===== config.mk =====
export PLATFORM = sky130hd
export DESIGN_NAME = div_seq
export DESIGN_NICKNAME = d
export VERILOG_FILES = /design/src/rtl/div_seq.sv
export SDC_FILE = /design/constraint.sdc
export NUM_CORES = 1
export LEC_CHECK = 0
export ABC_AREA = 1
export CORE_UTILIZATION = 35
export CTS_CLUSTER_DIAMETER = 50
export DETAILED_ROUTE_END_ITERATION = 16
export GPL_ROUTABILITY_DRIVEN = 1
export PLACE_DENSITY = 0.54
export SYNTH_ARGS = -nofsm -noshare
export SYNTH_HDL_FRONTEND = slang
export SYNTH_SLANG_ARGS = --single-unit

===== constraint.sdc =====
create_clock -name clk -period 7.72 [get_ports clk]
set_clock_uncertainty 0.15 [all_clocks]
set_input_delay 1.544 -clock clk [delete_from_list [all_inputs] [get_ports clk]]
set_output_delay 1.544 -clock clk [all_outputs]
set_load 0.02 [all_outputs]

===== src/rtl/div_seq.sv =====
// rtl/div_seq.sv - sequential signed restoring divider (quotient LO, remainder HI)
module div_seq #(
    parameter int WIDTH = 32
) (
    input  logic             clk,
    input  logic             clear,
    input  logic             start,
    input  logic [WIDTH-1:0] RA,
    input  logic [WIDTH-1:0] RB,
    output logic [WIDTH-1:0] LO,
    output logic [WIDTH-1:0] HI,
    output logic             busy,
    output logic             done,
    output logic             div_by_zero
);

    localparam int CW = $clog2(WIDTH);
    localparam logic [CW-1:0] LAST_STEP = CW'(WIDTH - 1);

    typedef enum logic [1:0] {
        IDLE = 2'd0,
        RUN  = 2'd1,
        FIX  = 2'd2,
        DONE = 2'd3
    } state_t;

    state_t state;
    state_t state_next;

    // Magnitudes and sign bookkeeping captured at start.
    logic [WIDTH-1:0] dvs;
    logic [WIDTH-1:0] quo;
    logic [WIDTH-1:0] rem;
    logic [CW-1:0]    cnt;
    logic             neg_q;
    logic             neg_r;

    // One restoring step: working value is WIDTH+1 bits wide.
    logic [WIDTH:0]   rem_sh;
    logic [WIDTH:0]   trial;
    logic [WIDTH-1:0] rem_step;
    logic [WIDTH-1:0] quo_step;

    // Absolute values of the operands; the most negative value maps to 2^(WIDTH-1).
    logic [WIDTH-1:0] abs_a;
    logic [WIDTH-1:0] abs_b;

    // Operand magnitudes for capture.
    always_comb begin
        abs_a = RA[WIDTH-1] ? (~RA + WIDTH'(1)) : RA;
        abs_b = RB[WIDTH-1] ? (~RB + WIDTH'(1)) : RB;
    end

    // Shift remainder:quotient left, subtract divisor via add of its complement, restore on borrow.
    always_comb begin
        rem_sh = {rem, quo[WIDTH-1]};
        trial  = rem_sh + {1'b1, ~dvs} + (WIDTH+1)'(1);
        if (!trial[WIDTH]) begin
            rem_step = trial[WIDTH-1:0];
            quo_step = {quo[WIDTH-2:0], 1'b1};
        end else begin
            rem_step = rem_sh[WIDTH-1:0];
            quo_step = {quo[WIDTH-2:0], 1'b0};
        end
    end

    // State register.
    always_ff @(posedge clk or posedge clear) begin
        if (clear) begin
            state <= IDLE;
        end else begin
            state <= state_next;
        end
    end

    // Next-state: DONE spends one cycle arming done, a second with done high, then returns to IDLE.
    always_comb begin
        state_next = state;
        case (state)
            IDLE: begin
                if (start) begin
                    state_next = (RB == '0) ? DONE : RUN;
                end
            end
            RUN: begin
                if (cnt == LAST_STEP) begin
                    state_next = FIX;
                end
            end
            FIX: begin
                state_next = DONE;
            end
            DONE: begin
                if (done) begin
                    state_next = IDLE;
                end
            end
            default: begin
                state_next = IDLE;
            end
        endcase
    end

    // Datapath and registered outputs; LO/HI only move in FIX or on the zero-divisor capture.
    always_ff @(posedge clk or posedge clear) begin
        if (clear) begin
            LO          <= '0;
            HI          <= '0;
            busy        <= 1'b0;
            done        <= 1'b0;
            div_by_zero <= 1'b0;
            dvs         <= '0;
            quo         <= '0;
            rem         <= '0;
            cnt         <= '0;
            neg_q       <= 1'b0;
            neg_r       <= 1'b0;
        end else begin
            case (state)
                IDLE: begin
                    if (start) begin
                        busy <= 1'b1;
                        if (RB == '0) begin
                            LO          <= '1;
                            HI          <= RA;
                            div_by_zero <= 1'b1;
                        end else begin
                            div_by_zero <= 1'b0;
                            quo         <= abs_a;
                            dvs         <= abs_b;
                            rem         <= '0;
                            cnt         <= '0;
                            neg_q       <= RA[WIDTH-1] ^ RB[WIDTH-1];
                            neg_r       <= RA[WIDTH-1];
                        end
                    end
                end
                RUN: begin
                    rem <= rem_step;
                    quo <= quo_step;
                    cnt <= cnt + CW'(1);
                end
                FIX: begin
                    LO <= neg_q ? (~quo + WIDTH'(1)) : quo;
                    HI <= neg_r ? (~rem + WIDTH'(1)) : rem;
                end
                DONE: begin
                    if (!done) begin
                        done <= 1'b1;
                    end else begin
                        done <= 1'b0;
                        busy <= 1'b0;
                    end
                end
                default: begin
                    done <= 1'b0;
                    busy <= 1'b0;
                end
            endcase
        end
    end

endmodule


==> flow_summary.yaml, run 1 <==
synthesis:
  synthFlopType: "dfrtp_1"
  synth_area_per_cell_sq_um: 6.30
  ys_warn_count: 0
  synthArstFlopShare_pct: 100
  synth_edf_count: 0
  seq_area_frac_synth_pct: 31.3
  syn-num-nets: 2293
  ys_ff_latch: 172
  synthCells: 2182
  syn-cell-area_sq_um: 13700
  synth.distinct_cells: 45
global_routing:
  grtUsageTotal_pct: 24.4
  grt_pass1_wl_microns: 76700
  grt_pass1_vias: 13600
  grt_max_degree: 87
  antenna_found_initial: 0
  overflow: 0
timing:
  period_share_pct: 67.9
  fin_setup_tns_ps: 0
  hold_violations: 0
  worst_slew_pin_slew_ps: 895
  final-setup-viol-count: 0
  rsz0062_at_grt: "no"
  slew_headroom_pct: 40.3
  min_period_ps: 5240
  final_max_slew_viol_count: 0
  worst_slack_ps: 2480
  fmax_ghz: 0.191
pwr:
  powerDensity_nw_per_um2: 339
  clkPwrFrac_pct: 16.7
  p_int_mw: 2.75
  switchingPower_mw: 2.68
  power_frac_comb_pct: 54.9
  total_power_mw: 5.43
  power_leakage_nw: 8.24
  swShare_pct: 49.3
  ir_drop_v: 0.000184
  seq_power_share_pct: 28.3
clock_tree:
  post_cts_buffers: 0
  clk_pin_slew_ps: 60
  clock_latency_ps: 450
  cts_resized: 0
  cts_buffer_depth: 2
  clock-sinks: 172
  htreeDepth: 4
  cts_tree: "yes"
  cts_root_buffer: "clkbuf_16"
  holdBufCountCts: 0
  cts_buffers: 17
placement:
  place_congestion: 0.915
  io_buffers: 133
  pre_cts_slack_ps: 2000
  hpwl_microns: 38400
floorplanning:
  rows: 72
  start_util_pct: 35.6
  die_w_microns: 200
  fp.coreArea_sq_um: 38600
  io_pins: 134
  die_y_microns: 200
  dieArea_sq_um: 40100
worst_hold_path:
  hold_path_class: "register to register"
  hold_end: "dvs[22]$_DFFE_PP0P_"
  holdPathStages: 2
  hold_start: "dvs[22]$_DFFE_PP0P_"
drt:
  avgViaCountPerCell: 5.12
  antenna_left: 0
  drt-initial-drc-count: 1191
  wire_per_inst_microns: 17.3
  drt-total-wl_microns: 48500
  dr.pass1.iters: 7
  vias: 14300
  drc: 0
critical_path:
  r2r-end: "cnt[3]$_DFFE_PP0P_"
  cpMaxStageDelayCell: "clkdlybuf4s50_1"
  r2r_setup_slack_ps: 4310
  critPathKind: "primary input to register"
  crit_chain: "clkdlybuf4s50_1 -> inv_1 -> nand3_1 -> inv_1 -> nand3_2 -> nand2_4 -> nand2_4 -> clkinv_2 -> o31ai_1"
  reg2reg_from: "state[0]$_DFFE_PP0P_"
  cp.required_ps: 7900
  cp_slowest_stage_delay_ps: 970
  critPathMaxFanout: 60
  end_kind: "register"
  start_kind: "primary input"
  ff2ff_path_depth: 8
  arrival_ps: 5420
flow_run:
  cap_viol_max_count: 0
cells_and_area:
  n_antenna_cell: 0
  layout.nets: 2383
  syn2layout_area_growth_pct: 16.6
  drive_gt1_share_pct: 3.24
  fin_util_pct: 41.5
run_status:
  status: "complete, no violations"
## cell usage in the layout, fill, tap and decap left out, types with 15 or more instances in the layout
cell type / synthesis / final
a21oi_1: 83 / 83
a31oi_1: 36 / 36
clkbuf_16: 0 / 17
clkdlybuf4s50_1: 0 / 133
dfrtp_1: 172 / 172
ha_1: 43 / 43
inv_1: 300 / 299
nand2_1: 694 / 694
nand3_1: 219 / 219
nand3b_1: 16 / 16
nand4_1: 27 / 27
nor2_1: 231 / 231
nor3_1: 23 / 23
o211ai_1: 20 / 20
o21ai_0: 113 / 113
o21ai_1: 17 / 17
xnor2_1: 15 / 15
xor2_1: 42 / 42
## routing by layer
layer / routed length, microns / global-route usage (%) / part of all wire (%) / vias up
met1: 22800 / 34.6 / 47 / 6704
li1: - / - / - / 7136
met4: 803 / 5.58 / 1.7 / 0
met5: 0 / 0 / 0 / -
met2: 22100 / 38.9 / 45 / 452
met3: 2830 / 3.69 / 5.8 / 47
## synth_stat cells, drive strengths merged (27+ instances only)
cell type / number / area share, %
buf: 35 / 1.7
dfrtp: 172 / 31
a31oi: 36 / 1.6
nand2: 707 / 20
o21ai: 130 / 4.7
ha: 43 / 3.9
nand3: 222 / 8.3
xor2: 42 / 2.7
clkbuf: 36 / 0.98
nor2: 234 / 6.5
nand4: 27 / 1.2
inv: 303 / 8.3
a21oi: 85 / 3.2
## flip-flops by register name, summed over array words and instances (netlist names)
| signal | cells |
|---|---|
| HI | 32 |
| LO | 32 |
| busy | 1 |
| cnt | 5 |
| div_by_zero | 1 |
| done | 1 |
| dvs | 32 |
| neg_q | 1 |
| neg_r | 1 |
| quo | 32 |
| rem | 32 |
| state | 2 |
## logic make-up after synthesis
kind of cell	synth area share, %
DFF	31.3
buffers and inverters	11.2
xor gates and xnor gates	3.63
adders and majority gates	4.06
and+or+nand+nor	38.3
AOI/OAI and AO/OA	11.6
## power groups by stage
stage | clock network (mW) | registers, mW | logic [mW]
global route | 0.960 | 1.58 | 3.34
finish | 0.910 | 1.54 | 2.99
floorplan | 0 | 1.61 | 1.88
CTS | 0.928 | 1.54 | 2.99
global placement | 0 | 1.55 | 2.96
detailed placement | 0 | 1.55 | 2.98
## final cells by class
cell class | count | area [sq um]
clock inverters | 10 | 141
well taps | 518 | 648
clock buffers | 21 | 460
fillers | 4158 | 22600
repair buffers | 142 | 1400
inverters | 308 | 1160
flip-flops and latches | 172 | 4300
multi-input cells | 1631 | 7910
## worst max-delay path by stage
stage	start	end	slack, ps	cells after the start
final	RB[31]	cnt[3]$_DFFE_PP0P_	2480	9
after global routing	RB[31]	cnt[3]$_DFFE_PP0P_	2020	9
after CTS	RB[31]	cnt[3]$_DFFE_PP0P_	2450	9
after detailed placement	RB[31]	cnt[3]$_DFFE_PP0P_	2000	9
after global placement	RB[31]	cnt[3]$_DFFE_PP0P_	2090	9
after floorplan	clear	HI[0]$_DFFE_PP0P_	1370	1
## worst max-delay path, delay by kind of cell
family | cells | cell delay [ps]
AND/OR/NAND/NOR | 4 | 1120
AO/OA/AOI/OAI | 1 | 490
buffers and inverters | 4 | 2250
## per-stage QoR
step           hold slack, ps  instance area, sq um  cells
6_report                  333                 16000   2802
5_1_grt                   369                 16000   2802
4_1_cts                   340                 16000   2802
3_5_place_dp              323                 15400   2771
3_3_place_gp              319                 15400   2771
2_1_floorplan             299                 13700   2182
Note: power is estimated with default switching activity, not from simulation.
==> run 2: changes to the inputs <==
- PLACE_DENSITY: 0.54 -> 0.56
- clock period: 7.72 -> 4.7 ns (I/O delays scaled with it)
==> run 2 against run 1 <==
Against the previous run:
- non-clock buffer count grew 5
- highest routed layer unchanged
- sequential power grew 66%
- critical endpoint is now HI[23]$_DFFE_PP0P_
- setup slack lost 1300 ps
- largest power group unchanged
- first-iteration DRC count shrank 6.4%
- design area grew 0.41%
- critical path type unchanged
- sequential share of layout area shrank 0.11 points
==> flow_summary.yaml, run 2 (synthesis gave the netlist of run 1 again) <==
cells_and_area:
  final_area_sq_um: 16100
  n_antenna_cell: 0
  most-common-layout-cells: "nand2_1 (694), inv_1 (299), nor2_1 (231), nand3_1 (219), dfrtp_1 (172)"
  layout.nets: 2388
  n_fill_cell: 4154
  drive_gt1_share_pct: 3.54
  layout_commonest_cell: "nand2_1"
  syn2layout_area_growth_pct: 17.1
clock_tree:
  holdBufCountCts: 0
  cts_buffers: 17
  htreeDepth: 4
  post_cts_buffers: 0
  cts_buffer_depth: 2
  clock-sinks: 172
  cts_tree: "yes"
  cts_resized: 0
  cts_root_buffer: "clkbuf_16"
  clk_pin_slew_ps: 80
  clock_latency_ps: 460
critical_path:
  critPathMaxFanout: 34
  path_buf_inv: 6
  ff2ff_path_depth: 17
  r2r_setup_slack_ps: 1730
  cp_slowest_stage_delay_ps: 430
  crit_chain: "clkdlybuf4s50_1 -> inv_1 -> ha_1 -> inv_1 -> nor3_2 -> inv_1 -> nor2_1 -> nand2_1 -> nor2_1 -> nand2_1 -> nand2_1 -> nand2_2 -> clkinv_2 -> buf_12 -> o21ai_0 -> o21ai_0"
  start_kind: "primary input"
  reg2reg_from: "quo[31]$_DFFE_PP0P_"
  arrival_ps: 3790
  cpMaxStageDelayCell: "clkinv_2"
  critPathKind: "primary input to register"
  end_kind: "register"
  r2r-end: "rem[9]$_DFFE_PP0P_"
  cp_top_family: "buffers and inverters"
  startpoint: "RB[0]"
  cp.required_ps: 4930
placement:
  place_congestion: 0.942
  place_area_sq_um: 15500
  hpwl_microns: 36000
  io_buffers: 133
timing:
  rsz0062_at_grt: "no"
  slew_headroom_pct: 36.1
  min_period_ps: 3560
  final_max_slew_viol_count: 0
  worst_slew_pin_slew_ps: 959
  period_share_pct: 75.7
  final-setup-viol-count: 0
  fmax_ghz: 0.281
  fin_setup_tns_ps: 0
  hold_violations: 0
drt:
  drc: 0
  vias: 14300
  dr.pass1.iters: 6
  antenna_left: 0
  drt-initial-drc-count: 1115
  drt-total-wl_microns: 46000
  avgViaCountPerCell: 5.10
  wire_per_inst_microns: 16.4
floorplanning:
  dieArea_sq_um: 40100
  io_pins: 134
  start_util_pct: 35.6
  rows: 72
  die_w_microns: 200
  die_y_microns: 200
  fp.coreArea_sq_um: 38600
pwr:
  power_frac_comb_pct: 54.6
  swShare_pct: 49.2
  switchingPower_mw: 4.36
  powerDensity_nw_per_um2: 551
  p_int_mw: 4.50
  power_leakage_nw: 8.27
  ir_drop_v: 0.000452
  seq_power_share_pct: 28.7
  clkPwrFrac_pct: 16.7
global_routing:
  grt_max_degree: 74
  met3_usage_pct: 2.99
  grt_pass1_vias: 13600
  antenna_found_initial: 0
  grt_pass1_wl_microns: 75000
  grt.busiest_layer: "met2"
  grt_util_met2_pct: 36.6
  grt_util_met1_pct: 33.6
  grtUsageTotal_pct: 23.4
  overflow: 0
run_status:
  status: "complete, no violations"
flow_run:
  cap_viol_max_count: 0
worst_hold_path:
  hold_start: "dvs[14]$_DFFE_PP0P_"
  holdPathStages: 2
  hold_path_class: "register to register"
  hold_end: "dvs[14]$_DFFE_PP0P_"
## run 2: cell count changes in the layout (fill, tap and decap cells not counted), sizes merged
cell and change:
clkinvlp +3, bufinv -1, clkbuf -1, inv +1, buf +5, clkinv -1
## run 2: routing by layer
layer	share of wire [%]	routed length, microns
met3	4.9	2280
met2	44	20300
met4	2.2	992
met1	49	22500
met5	0	0
## run 2: stage by stage
stage | power [mW] | hold slack [ps] | utilization (%) | instances | worst slack (ps)
2_1_floorplan | 5.73 | 299 | - | 2182 | 1410
3_3_place_gp | 7.33 | 317 | 40.1 | 2776 | 691
3_5_place_dp | 7.37 | 322 | 40.1 | 2776 | 632
4_1_cts | 8.88 | 340 | 41.6 | 2808 | 1120
5_1_grt | 9.63 | 358 | 41.6 | 2808 | 705
6_report | 8.86 | 335 | 41.6 | 2808 | 1140
## run 2: power by group through the flow
stage                     Combinational [mW]  Sequential [mW]  Clock [mW]
after global routing                    5.45             2.62        1.56
after global placement                  4.77             2.55           0
after detailed placement                4.81             2.56           0
after floorplan                         3.08             2.65           0
after CTS                               4.84             2.54        1.50
final                                   4.84             2.55        1.48
## run 2: how the worst max path moves through the flow
stage                     slack [ps]  cells after the start                 end
after floorplan                 1410                      1   HI[0]$_DFFE_PP0P_
after global routing             710                     16  HI[23]$_DFFE_PP0P_
after global placement           690                     16  HI[23]$_DFFE_PP0P_
final                           1140                     16  HI[23]$_DFFE_PP0P_
after CTS                       1120                     16  HI[23]$_DFFE_PP0P_
after detailed placement         630                     16  HI[23]$_DFFE_PP0P_
## run 2: tightest hold or removal path: stages (launching register included)
cell and delay (ps):
dfrtp_1 340, nand2_1 50, o21ai_0 60
## run 2: cell type report
cell class | instances | area (sq um) | share of cell area, %
multi-input combinational | 1631 | 7910 | 49.1
sequential | 172 | 4300 | 26.8
timing repair buffer | 147 | 1470 | 9.16
inverter | 308 | 1160 | 7.22
tap | 518 | 648 | 4.03
clock buffer | 20 | 457 | 2.84
clock inverter | 12 | 138 | 0.855
